## config.mk

```make
export PLATFORM = sky130hd
export DESIGN_NAME = tile_map_arbiter
export DESIGN_NICKNAME = d
export VERILOG_FILES = /design/src/rtl/tile_map_arbiter.sv
export SDC_FILE = /design/constraint.sdc
export NUM_CORES = 1
export LEC_CHECK = 0
export BUFFER_PORTS_ARGS = -buffer_cell sky130_fd_sc_hd__buf_2
export CAP_MARGIN = 20
export CORE_MARGIN = 2
export CORE_UTILIZATION = 46
export CTS_CLUSTER_DIAMETER = 100
export DETAILED_ROUTE_END_ITERATION = 8
export PLACE_DENSITY_LB_ADDON = 0.05
export SLEW_MARGIN = 20
export SYNTH_ARGS = -nofsm -noshare
export SYNTH_HDL_FRONTEND = slang
export SYNTH_SLANG_ARGS = --single-unit
```

## constraint.sdc

```tcl
create_clock -name Clk -period 3.9 [get_ports Clk]
set_input_delay 0.78 -clock Clk [delete_from_list [all_inputs] [get_ports Clk]]
set_output_delay 0.78 -clock Clk [all_outputs]
set_load 0.02 [all_outputs]
```

## src/rtl/tile_map_arbiter.sv

```systemverilog
// Arbitrates the single-port tile RAM between the renderer, the map writer and
// N collision probes, returning tagged read data a fixed number of clocks later.
module tile_map_arbiter #(
    parameter int         N_REQ           = 4,
    parameter int         RD_LAT          = 1,
    parameter logic [1:0] OOB_PROBE_TILE  = 2'b00,
    parameter logic [1:0] OOB_RENDER_TILE = 2'b11
) (
    input  logic               Clk,
    input  logic               Reset_n,
    input  logic               render_req,
    input  logic [3:0]         render_row,
    input  logic [4:0]         render_col,
    output logic               render_valid,
    output logic [1:0]         render_tile,
    input  logic               wr_req,
    input  logic [3:0]         wr_row,
    input  logic [4:0]         wr_col,
    input  logic [1:0]         wr_tile,
    output logic               wr_ack,
    input  logic [N_REQ-1:0]   probe_req,
    input  logic [4*N_REQ-1:0] probe_row,
    input  logic [5*N_REQ-1:0] probe_col,
    output logic [N_REQ-1:0]   probe_gnt,
    output logic [N_REQ-1:0]   probe_rsp_valid,
    output logic [1:0]         probe_rsp_tile,
    output logic [8:0]         ram_addr,
    output logic               ram_we,
    output logic [1:0]         ram_wdata,
    input  logic [1:0]         ram_rdata
);

    localparam int IDX_W = 3;

    localparam logic [1:0] KIND_NONE   = 2'd0;
    localparam logic [1:0] KIND_RENDER = 2'd1;
    localparam logic [1:0] KIND_PROBE  = 2'd2;

    typedef struct packed {
        logic [1:0]       kind;
        logic [IDX_W-1:0] idx;
        logic             oob;
        logic [1:0]       tile;
    } rsp_t;

    logic [IDX_W-1:0] rr_ptr;
    logic [IDX_W-1:0] probe_sel;
    logic             probe_found;
    logic [3:0]       probe_sel_row;
    logic [4:0]       probe_sel_col;

    logic             do_render;
    logic             do_write;
    logic             do_probe;
    logic             issue_oob;
    logic [3:0]       issue_row;
    logic [4:0]       issue_col;
    logic [8:0]       issue_addr;
    rsp_t             issue_rsp;

    rsp_t             rsp_pipe [RD_LAT+1];
    rsp_t             rsp_head;
    logic [1:0]       rsp_data;

    // Two descending passes: the first finds the lowest requester at or above
    // rr_ptr, the second wraps around to the lowest requester overall.
    always_comb begin
        probe_found   = 1'b0;
        probe_sel     = '0;
        probe_sel_row = '0;
        probe_sel_col = '0;
        for (int i = N_REQ - 1; i >= 0; i--) begin
            if (probe_req[i] && (i >= int'(rr_ptr))) begin
                probe_found   = 1'b1;
                probe_sel     = IDX_W'(i);
                probe_sel_row = probe_row[4*i +: 4];
                probe_sel_col = probe_col[5*i +: 5];
            end
        end
        if (!probe_found) begin
            for (int i = N_REQ - 1; i >= 0; i--) begin
                if (probe_req[i]) begin
                    probe_found   = 1'b1;
                    probe_sel     = IDX_W'(i);
                    probe_sel_row = probe_row[4*i +: 4];
                    probe_sel_col = probe_col[5*i +: 5];
                end
            end
        end
    end

    always_comb begin
        do_render = render_req;
        do_write  = !render_req && wr_req;
        do_probe  = !render_req && !wr_req && probe_found;
        issue_row = '0;
        issue_col = '0;
        if (do_render) begin
            issue_row = render_row;
            issue_col = render_col;
        end else if (do_write) begin
            issue_row = wr_row;
            issue_col = wr_col;
        end else if (do_probe) begin
            issue_row = probe_sel_row;
            issue_col = probe_sel_col;
        end
        issue_oob  = (issue_row >= 4'd15) || (issue_col >= 5'd20);
        issue_addr = ({5'd0, issue_row} << 4) + ({5'd0, issue_row} << 2) + {4'd0, issue_col};
        issue_rsp  = '0;
        if (do_render) begin
            issue_rsp.kind = KIND_RENDER;
            issue_rsp.oob  = issue_oob;
            issue_rsp.tile = OOB_RENDER_TILE;
        end else if (do_probe) begin
            issue_rsp.kind = KIND_PROBE;
            issue_rsp.idx  = probe_sel;
            issue_rsp.oob  = issue_oob;
            issue_rsp.tile = OOB_PROBE_TILE;
        end
    end

    // Out-of-range accesses still consume the slot but leave the RAM address alone.
    always_ff @(posedge Clk or negedge Reset_n) begin
        if (!Reset_n) begin
            rr_ptr    <= '0;
            wr_ack    <= 1'b0;
            probe_gnt <= '0;
            ram_addr  <= '0;
            ram_we    <= 1'b0;
            ram_wdata <= '0;
            for (int k = 0; k <= RD_LAT; k++) begin
                rsp_pipe[k] <= '0;
            end
        end else begin
            wr_ack    <= do_write;
            probe_gnt <= do_probe ? (N_REQ'(1) << probe_sel) : '0;
            ram_we    <= do_write && !issue_oob;
            if ((do_render || do_write || do_probe) && !issue_oob) begin
                ram_addr <= issue_addr;
            end
            if (do_write && !issue_oob) begin
                ram_wdata <= wr_tile;
            end
            if (do_probe) begin
                rr_ptr <= (probe_sel == IDX_W'(N_REQ - 1)) ? '0 : probe_sel + 1'b1;
            end
            rsp_pipe[0] <= issue_rsp;
            for (int k = 1; k <= RD_LAT; k++) begin
                rsp_pipe[k] <= rsp_pipe[k-1];
            end
        end
    end

    assign rsp_head        = rsp_pipe[RD_LAT];
    assign rsp_data        = rsp_head.oob ? rsp_head.tile : ram_rdata;
    assign render_valid    = (rsp_head.kind == KIND_RENDER);
    assign render_tile     = render_valid ? rsp_data : 2'b00;
    assign probe_rsp_valid = (rsp_head.kind == KIND_PROBE) ? (N_REQ'(1) << rsp_head.idx) : '0;
    assign probe_rsp_tile  = (rsp_head.kind == KIND_PROBE) ? rsp_data : 2'b00;

endmodule

```

Word level (Yosys, flattened, before mapping)
Cells that the tools add are included.
W data, S select, Z words.
- bits in registers: 36
- word-level logic and storage cells: 95
- bits of input ports: 66
- output and inout bits: 26
- shifts and indexed selects: 2
- $lt $le $gt $ge: 6
- reduce and logical (&&, ||, !) cells: 15
- mux-type cells: 52
- equality and inequality tests: 3
- add/subtract/negate cells: 3
- operator list (kind ; number):
    $mux W5 ; 12
    $mux W4 ; 14
    $mux W3 ; 10
    $mux W2 ; 6
    $add A8 B6 Y9 ; 1
    $add A9 B5 Y9 ; 1
    $logic_and A1 B1 Y1 ; 9
    $mux W1 ; 9
    $mux W8 ; 1
    $shl A1 B3 Y4 const A ; 2
    $ge A1 B3 Y1 const A ; 2
    $ge A2 B3 Y1 const A ; 2
    $ge A5 B5 Y1 const B ; 1
    $ge A4 B4 Y1 const B ; 1
    $add A3 B1 Y3 const B ; 1
    $eq A3 B2 Y1 const B ; 1
    $logic_not A1 Y1 ; 3
    $logic_or A1 B1 Y1 ; 3
    $eq A2 B1 Y1 const B ; 1
    $eq A2 B2 Y1 const B ; 1

Logic depth before layout (Yosys ltp)
Gate-level depths: netlist of run 1.
- word-level depth: 18
- depth in mapped cells: 16
- mapped depth without buffers: 15

Least setup slack after synthesis of run 1
No wires, ideal clock.
- path kind: input to register
- start: input probe_req[3]
- end: register ram_addr[7]
- arrival time: 3.423 ns
- required time: 3.775 ns
- cell stages on the path: 13
- path buffers: 1
- setup slack: 0.352 ns
- library setup time: 0.125 ns
- path through: buf_4 o21ba_2 o21a_2 nand3_1 a31oi_4 inv_1 fa_1 inv_1 fa_1 a21o_1 a21oi_1 xnor2_1 mux2_4
- word-level cells in the longest chain between the ends: 17
- elaborated cells between the ends (all ways): 43
- RTL lines (item ; RTL line ; source):
    start: declaration ; 21 ; input logic [N_REQ-1:0] probe_req,
    parallel branches: the longest is 17 deep, another holds $mux W4 ; - ;
    end signal: assignment ; 140 ; ram_addr <= issue_addr;
    end: declaration ; 27 ; output logic [8:0] ram_addr,
Several ways; the timed one is not identified.
A chain may end at the register's enable or synchronous reset.

Worst setup path after layout of run 1
- start: input probe_req[0]
- end: register ram_addr[7]
- word-level cells in the longest chain between the ends: 14
- elaborated cells between the ends (all ways): 31
- RTL lines (item):
    parallel branches: the longest is 14 deep, another holds $add A8 B6 Y9
Several ways; the timed one is not identified.

==> results.txt, run 1 <==
status = completed
Critical Path Sink Type = register
RSZ-0062 raised after global routing = false
Post-CTS Setup Bufs = 0
Max Slew Vio Count = 0
Vias/cell = 5.30
layout cells sized above 1 = 42.3%
Worst Tran Pin Value = 0.617 ns
GPL Wtd Cong = 0.931
first-pass iteration count of the detailed router = 4
Compound-Gate Fraction of Synth Area = 28.1%
Buffers on Ports = 91
FMAX = 285 MHz
vias in the first global route = 2146
pin count of the biggest net entering global routing = 30
Post-synth EDFFs = 0
sequential share of the synthesized area = 28.9%
Synth top area share = 28.9%
PwrDens = 474 nW/um2
Max rail drop VDD = 0.000269 V
hold crit path type = register to register
Congestion Overflow GR = 0
Clock Sinks = 29
flop and latch count out of synthesis = 29
synth top area cells = dfrtp_1, mux2_4, nand2_1
# resized after CTS = 0
period utilisation layout = 89.9%
global-route wire length before repair = 10400 um
Startpoint Class = input pin
CTS Hold Bufs = 0
diode count = 0
worst-path maximum fanout = 14
Longest Clk Path Bufs = 2
synth warn = 0
max_slew headroom = 58.8%
clk root buf = clkbuf_8
Detail Route Antenna Nets = 0
syn nets = 355
Tmin final = 3.50 ns
Hold Slack = 0.349 ns
clock skew = 0.0125 ns
mux contribution to synthesized area = 6.39%
slowest CP cell = fa_1
Worst-path clk slew = 0.06 ns
Final setup viols = 0
Worst path max stage delay = 0.53 ns
Worst Setup Path Type = input pin to register
initial antenna violation count = 0
WL final = 6280 um
Initial Util = 48.5%
Hold Vio Cnt, Final = 0
Post-route DRC = 0
post-synthesis cell area = 2510 um2
Die X = 77.8 um
Clock Latency Late Sink = 0.28 ns
Synth Area in XOR/XNOR = 1.05%
Filler Cell Count = 457
main combinational cell family by area after synthesis = compound AO/OA/AOI/OAI gates
CP Data Arrival Time = 3.66 ns
# IOs = 92
TritonCTS Buffers = 5
DP HPWL = 5160 um
Post-Synthesis Cells = 276
final net count = 456
std cell rows = 26
number of distinct library cells after synthesis = 54
CTS HTree Levels = 2
Tot GR Track Use = 21.2%
DR WL/cell = 14.0 um
die footprint = 6060 um2
ys async rst share = 100%
Die Height = 77.8 um
Worst Path Required = 4.06 ns
Avg Cell Area, Syn = 9.08 um2
CP cell instances = buf_2, nand2b_1, a21oi_1, o21ai_1, a31oi_4, inv_1, fa_1, inv_1, fa_1, a21o_1, a21oi_1, xnor2_1, mux2_4
CTS tree = yes
top_reg_cell synth = dfrtp_1
P&R area growth vs syn = 25.9%
Placeable Area = 5170 um2
Max Cap Viol = 0
setup TNS = 0 ns
leakage = 1.54 nW
DRT iter0 DRCs = 85
largest area contributor in the netlist = dfrtp_1
Post-Synth Adder-Cell Area = 7.09%
simple-gate share of the synthesized area = 20.8%
via count = 2373
==> layout make-up <==
cell class / instances / area (um2) / share of cell area, %
Tap cell: 70 / 87.6 / 2.77
Clock buffer: 6 / 82.6 / 2.61
Sequential cell: 29 / 726 / 23.0
Timing Repair Buffer: 108 / 583 / 18.5
Clock inverter: 2 / 37.5 / 1.19
Multi-Input combinational cell: 219 / 1590 / 50.3
Inverter: 14 / 52.6 / 1.66
==> flip-flops by register name (all words and copies together), names as in the netlist <==
signal and count:
probe_gnt 4, ram_addr 9, ram_wdata 2, ram_we 1, rr_ptr 2, rsp_head 5, rsp_pipe 5, wr_ack 1
==> per-stage QoR <==
step	utilization (%)	worst slack (ns)	instance area (um2)	instances	total power, mW
finish	61.1	0.395	3160	448	1.50
global route	61.1	0.178	3160	448	1.60
CTS	61.1	0.412	3160	448	1.51
detailed placement	58.7	0.113	3040	440	1.18
global placement	58.7	0.142	3040	440	1.18
floorplan	-	0.352	2510	276	0.987
==> final timing paths <==
kind | from | endpoint | slack, ns | cells after the start
worst max-delay path | probe_req[0] | ram_addr[7] | 0.40 | 13
worst min-delay path | rsp_pipe[8] | rsp_head[0] | 0.35 | 0
worst min register to register | rsp_pipe[8] | rsp_head[0] | 0.35 | 0
min in group asynchronous | Reset_n | probe_gnt[0] | 0.51 | 1
worst max register to register | rr_ptr[0] | ram_addr[7] | 0.43 | 13
max in group asynchronous | Reset_n | ram_addr[2] | 2.97 | 1
==> cells in the mapped netlist, drive strengths merged (4+ instances only) <==
| cell type | number |
|---|---|
| buf | 11 |
| nor2 | 32 |
| o221ai | 5 |
| inv | 14 |
| ha | 11 |
| a31oi | 6 |
| a21oi | 16 |
| dfrtp | 29 |
| nand2 | 40 |
| o211ai | 10 |
| nand3 | 11 |
| o21ai | 24 |
| o22ai | 10 |
| and2 | 4 |
| nor3b | 5 |
| mux2 | 10 |
==> cells in the final DEF (no fill, tap or decap), drive strengths merged, types with 10 or more instances in the layout <==
cell type and instances:
dfrtp 29, inv 14, buf 108, nor2 32, mux2 10, o21ai 24, o211ai 10, nand2 40
o22ai 10, a21oi 16, ha 11, nand3 11
==> routing by layer <==
| layer | vias to the layer above | part of all wire (%) | GRT usage (%) |
|---|---|---|---|
| met1 | 1068 | 46 | 30.0 |
| met5 | - | 0 | 0 |
| met3 | 8 | 6.8 | 3.26 |
| met4 | 0 | 1.7 | 5.18 |
| met2 | 102 | 46 | 34.0 |
| li1 | 1195 | - | - |
==> power by group <==
group / internal [mW] / switching [mW] / leakage [nW]
Clock: 0.207 / 0.111 / 0.0574
Combinational: 0.341 / 0.403 / 1.12
Sequential: 0.372 / 0.0615 / 0.364
Total: 0.920 / 0.576 / 1.54
==> worst max-delay path, delay by kind of cell <==
family                   cells  cell delay (ns)
multiplexers                 1             0.27
XOR/XNOR                     1             0.08
adder cells (fa/ha/maj)      2             0.96
buffers and inverters        3             0.39
AO/OA/AOI/OAI                5             0.87
AND/OR/NAND/NOR              1             0.30
==> logic make-up after synthesis <==
group	Yosys count
AO/OA/AOI/OAI	88
XOR/XNOR	3
adder cells (fa/ha/maj)	13
buffers and inverters	28
flip-flops	29
multiplexers	11
AND/OR/NAND/NOR	104
(Power assumes the default switching activity.)
==> run 2, diff against run 1 <==
- clock period: 3.9 -> 4.3 ns (I/O delays scaled with it)
==> run 2 against run 1 <==
Compared with the run above: power down 11%; cell count decreased by 2.7%; critical path depth grew 1; via count down 2.9%; hold slack worse by 0.0029 ns; register-to-register slack gained 0.26 ns; global-route usage decreased by 0.53 points; highest routed layer unchanged; clock power is 12% lower; wire length down 0.51%; worst setup slack better by 0.13 ns; critical path type unchanged.
==> results.txt, run 2 (synthesis results as in run 1) <==
status = completed
Worst Tran Pin Value = 0.593 ns
DR WL/cell = 14.3 um
RSZ-0062 raised after global routing = false
Tmin final = 3.78 ns
period utilisation layout = 87.9%
Worst path max stage delay = 0.51 ns
FMAX = 265 MHz
Vias/cell = 5.29
Biggest register = ram_addr
die footprint = 6060 um2
vias in the first global route = 2178
diode count = 0
Critical Path Sink Type = register
Placeable Area = 5170 um2
DP HPWL = 5070 um
layout cells sized above 1 = 40.4%
CP cell instances = buf_2, nor2_2, o21ba_2, o21a_2, nand3_1, a31oi_2, inv_1, fa_1, inv_1, fa_1, a21o_1, a21oi_1, xnor2_1, mux2_4
TritonCTS Buffers = 5
Initial Util = 48.5%
Clock Sinks = 29
commonest non-fill, non-tap cells in the layout = buf_2, nand2_1, nor2_1, dfrtp_1, o21ai_0
final net count = 444
DRT iter0 DRCs = 82
Final setup viols = 0
first-pass iteration count of the detailed router = 4
clk root buf = clkbuf_8
via count = 2305
total chip power = 1.33 mW
Die Height = 77.8 um
Worst-path clk slew = 0.06 ns
Longest Clk Path Bufs = 2
Post-route DRC = 0
pin count of the biggest net entering global routing = 30
Post-CTS Setup Bufs = 0
GPL Wtd Cong = 0.895
CP top delay family = compound AO/OA/AOI/OAI gates
# resized after CTS = 0
worst-path maximum fanout = 23
P&R area growth vs syn = 22.4%
Worst Path Required = 4.45 ns
Hold Vio Cnt, Final = 0
Detail Route Antenna Nets = 0
Max rail drop VDD = 0.000214 V
CTS tree = yes
WL final = 6250 um
max_slew headroom = 60.0%
commonest non-fill, non-tap cell in the layout = buf_2
hold crit path type = register to register
Hold Slack = 0.346 ns
Max Cap Viol = 0
max reg flops = 9
Congestion Overflow GR = 0
CTS HTree Levels = 2
CTS Hold Bufs = 0
Worst Setup Path Type = input pin to register
Tot GR Track Use = 20.7%
global-route wire length before repair = 10200 um
GRT Max-Usage Layer = met2
M2 GR Usage = 32.8%
Startpoint Class = input pin
slowest CP cell = fa_1
crit path buf inv count = 3
Max Slew Vio Count = 0
PwrDens = 434 nW/um2
Die X = 77.8 um
routing usage on met1 = 29.0%
leakage = 1.48 nW
Clock Latency Late Sink = 0.27 ns
initial antenna violation count = 0
clock skew = 0.00982 ns
setup TNS = 0 ns
met3 Usage GRT = 3.72%
Buffers on Ports = 91
CP Data Arrival Time = 3.93 ns
std cell rows = 26
# IOs = 92
[run 2: area by class of cell]
class	count	area, um2
inverter	14	52.6
clock buffer	6	82.6
sequential	29	726
clock inverter	2	37.5
multi-input combinational	219	1590
timing repair buffer	96	493
tap	70	87.6
fill	468	2100
[run 2: layer usage]
layer  vias to the layer above  share of wire, %
li1                       1165                 -
met1                      1042                47
met2                        96                46
met3                         2               6.8
met4                         0              0.27
met5                         -                 0
[run 2: path summary, 6_finish.rpt]
kind / start / endpoint / slack [ns] / cells past startpoint
max in group asynchronous: Reset_n / ram_addr[3] / 3.31 / 1
worst max-delay path: probe_req[2] / ram_addr[7] / 0.52 / 14
worst max register to register: rr_ptr[0] / ram_addr[7] / 0.69 / 13
min in group asynchronous: Reset_n / probe_gnt[0] / 0.59 / 1
worst min-delay path: rsp_pipe[8] / rsp_head[0] / 0.35 / 0
worst min register to register: rsp_pipe[8] / rsp_head[0] / 0.35 / 0
[run 2: power breakdown]
group	total (mW)	switching, mW	internal (mW)
Clock	0.282	0.0941	0.188
Combinational	0.659	0.369	0.290
Sequential	0.392	0.0541	0.338
[run 2: through the flow]
step	instances	util (%)	cell area [um2]	setup WS, ns
6_report	436	59.3	3070	0.521
5_1_grt	436	59.3	3070	0.345
4_1_cts	436	59.3	3070	0.521
3_5_place_dp	428	57.0	2950	0.236
3_3_place_gp	428	57.0	2950	0.345
2_1_floorplan	276	-	2510	0.672
==> run 3, diff against run 2 <==
- CORE_UTILIZATION: 46 -> 54
- MAX_ROUTING_LAYER: not set -> met4
==> run 3 against run 2 <==
Compared with the run above: register-to-register slack worse by 0.11 ns; worst setup slack worse by 0.051 ns; sequential power is 2% higher; combinational power is 3.9% lower; power is 0.74% lower; fmax is 1.3% lower; via count is 1.7% higher; clock-buffer cell count stayed put; critical endpoint unchanged; highest routed layer unchanged.
==> results.txt, run 3 (synthesis results as in run 1) <==
# resized after CTS = 0
Max Slew Vio Count = 0
Worst-path clk slew = 0.06 ns
Startpoint Class = input pin
DP HPWL = 4880 um
global-route wire length before repair = 10300 um
leakage = 1.48 nW
Worst Tran Pin Value = 0.712 ns
die footprint = 5200 um2
CP Data Arrival Time = 3.99 ns
TritonCTS Buffers = 5
# IOs = 92
Buffers on Ports = 91
DR WL/cell = 14.6 um
Detail Route Antenna Nets = 0
Placement Cell Area = 2930 um2
PwrDens = 434 nW/um2
Critical Path Sink Type = register
pin count of the biggest net entering global routing = 30
M2 GR Usage = 41.6%
hold crit path type = register to register
routing usage on met1 = 33.5%
via count = 2344
initial antenna violation count = 0
first-pass iteration count of the detailed router = 4
diode count = 0
DRT iter0 DRCs = 76
CTS tree = yes
Die X = 72.1 um
CTS Hold Bufs = 0
GRT Max-Usage Layer = met2
setup TNS = 0 ns
Worst Setup Path Type = input pin to register
Congestion Overflow GR = 0
final net count = 444
std cell rows = 24
FMAX = 261 MHz
Tot GR Track Use = 25.7%
worst-path maximum fanout = 13
design area = 3050 um2
Clock Latency Late Sink = 0.28 ns
Die Height = 72.1 um
met3 Usage GRT = 4.03%
Max rail drop VDD = 0.000217 V
GPL Wtd Cong = 0.925
clk root buf = clkbuf_8
max reg flops = 9
Clock Sinks = 29
Post-route DRC = 0
Biggest register = ram_addr
max_slew headroom = 52.6%
Longest Clk Path Bufs = 2
WL final = 6100 um
Filler Cell Count = 358
placed insts = 410
period utilisation layout = 89.1%
Vias/cell = 5.61
Post-CTS Setup Bufs = 0
layout cells sized above 1 = 40.4%
Hold Vio Cnt, Final = 0
Non-Filler Instances = 418
vias in the first global route = 2257
Tmin final = 3.83 ns
RSZ-0062 raised after global routing = false
commonest non-fill, non-tap cell in the layout = buf_2
Post-Place Worst Slack = 0.184 ns
Max Cap Viol = 0
commonest non-fill, non-tap cells in the layout = buf_2, nand2_1, nor2_1, dfrtp_1, o21ai_0
Worst Path Required = 4.46 ns
Placeable Area = 4410 um2
CTS HTree Levels = 2
clock skew = 0.0101 ns
Finished Core Util = 69.0%
status = completed
Setup WS post-layout = 0.470 ns
Initial Util = 56.8%
Final setup viols = 0
P&R area growth vs syn = 21.5%
[run 3: where the power goes]
group          internal [mW]  switching, mW
Clock                  0.188          0.101
Sequential             0.337         0.0628
Combinational          0.284          0.349
[run 3: path summary, 6_finish.rpt]
| kind | start | end | slack [ns] | cells past startpoint |
|---|---|---|---|---|
| max | probe_req[2] | ram_addr[7] | 0.47 | 15 |
| min | rsp_pipe[10] | rsp_head[2] | 0.34 | 0 |
| max reg2reg | rr_ptr[1] | ram_addr[7] | 0.58 | 13 |
| min reg2reg | rsp_pipe[10] | rsp_head[2] | 0.34 | 0 |
| max in group asynchronous | Reset_n | ram_addr[2] | 3.31 | 1 |
| min in group asynchronous | Reset_n | probe_gnt[0] | 0.58 | 1 |
[run 3: layout make-up]
cell class	instances	area, um2	share of cell area, %
clock buffer	6	82.6	2.71
multi-input combinational	219	1590	52.2
timing repair buffer	96	493	16.2
sequential	29	726	23.8
tap	52	65.1	2.14
clock inverter	2	37.5	1.23
inverter	14	52.6	1.73
[run 3: metal layers]
layer	part of all wire [%]	up-vias
li1	-	1171
met1	45	1071
met2	47	93
met3	6.5	9
met4	1.3	0
met5	0	-
[run 3: stage by stage]
step	hold slack [ns]	total power [mW]
5_1_grt	0.353	1.42
3_3_place_gp	0.333	1.03
3_5_place_dp	0.336	1.04
6_report	0.343	1.32
4_1_cts	0.341	1.33
2_1_floorplan	0.331	0.895
[run 3: worst max-delay path, stage by stage]
cell and delay [ns]:
buf_2 0.16, buf_4 0.21, nor2_2 0.18, o21ba_2 0.16
o21a_2 0.19, nand3_1 0.11, a31oi_2 0.32, inv_1 0.10
fa_1 0.51, inv_1 0.06, fa_1 0.45, a21o_1 0.17
a21oi_1 0.17, xnor2_1 0.08, mux2_4 0.26
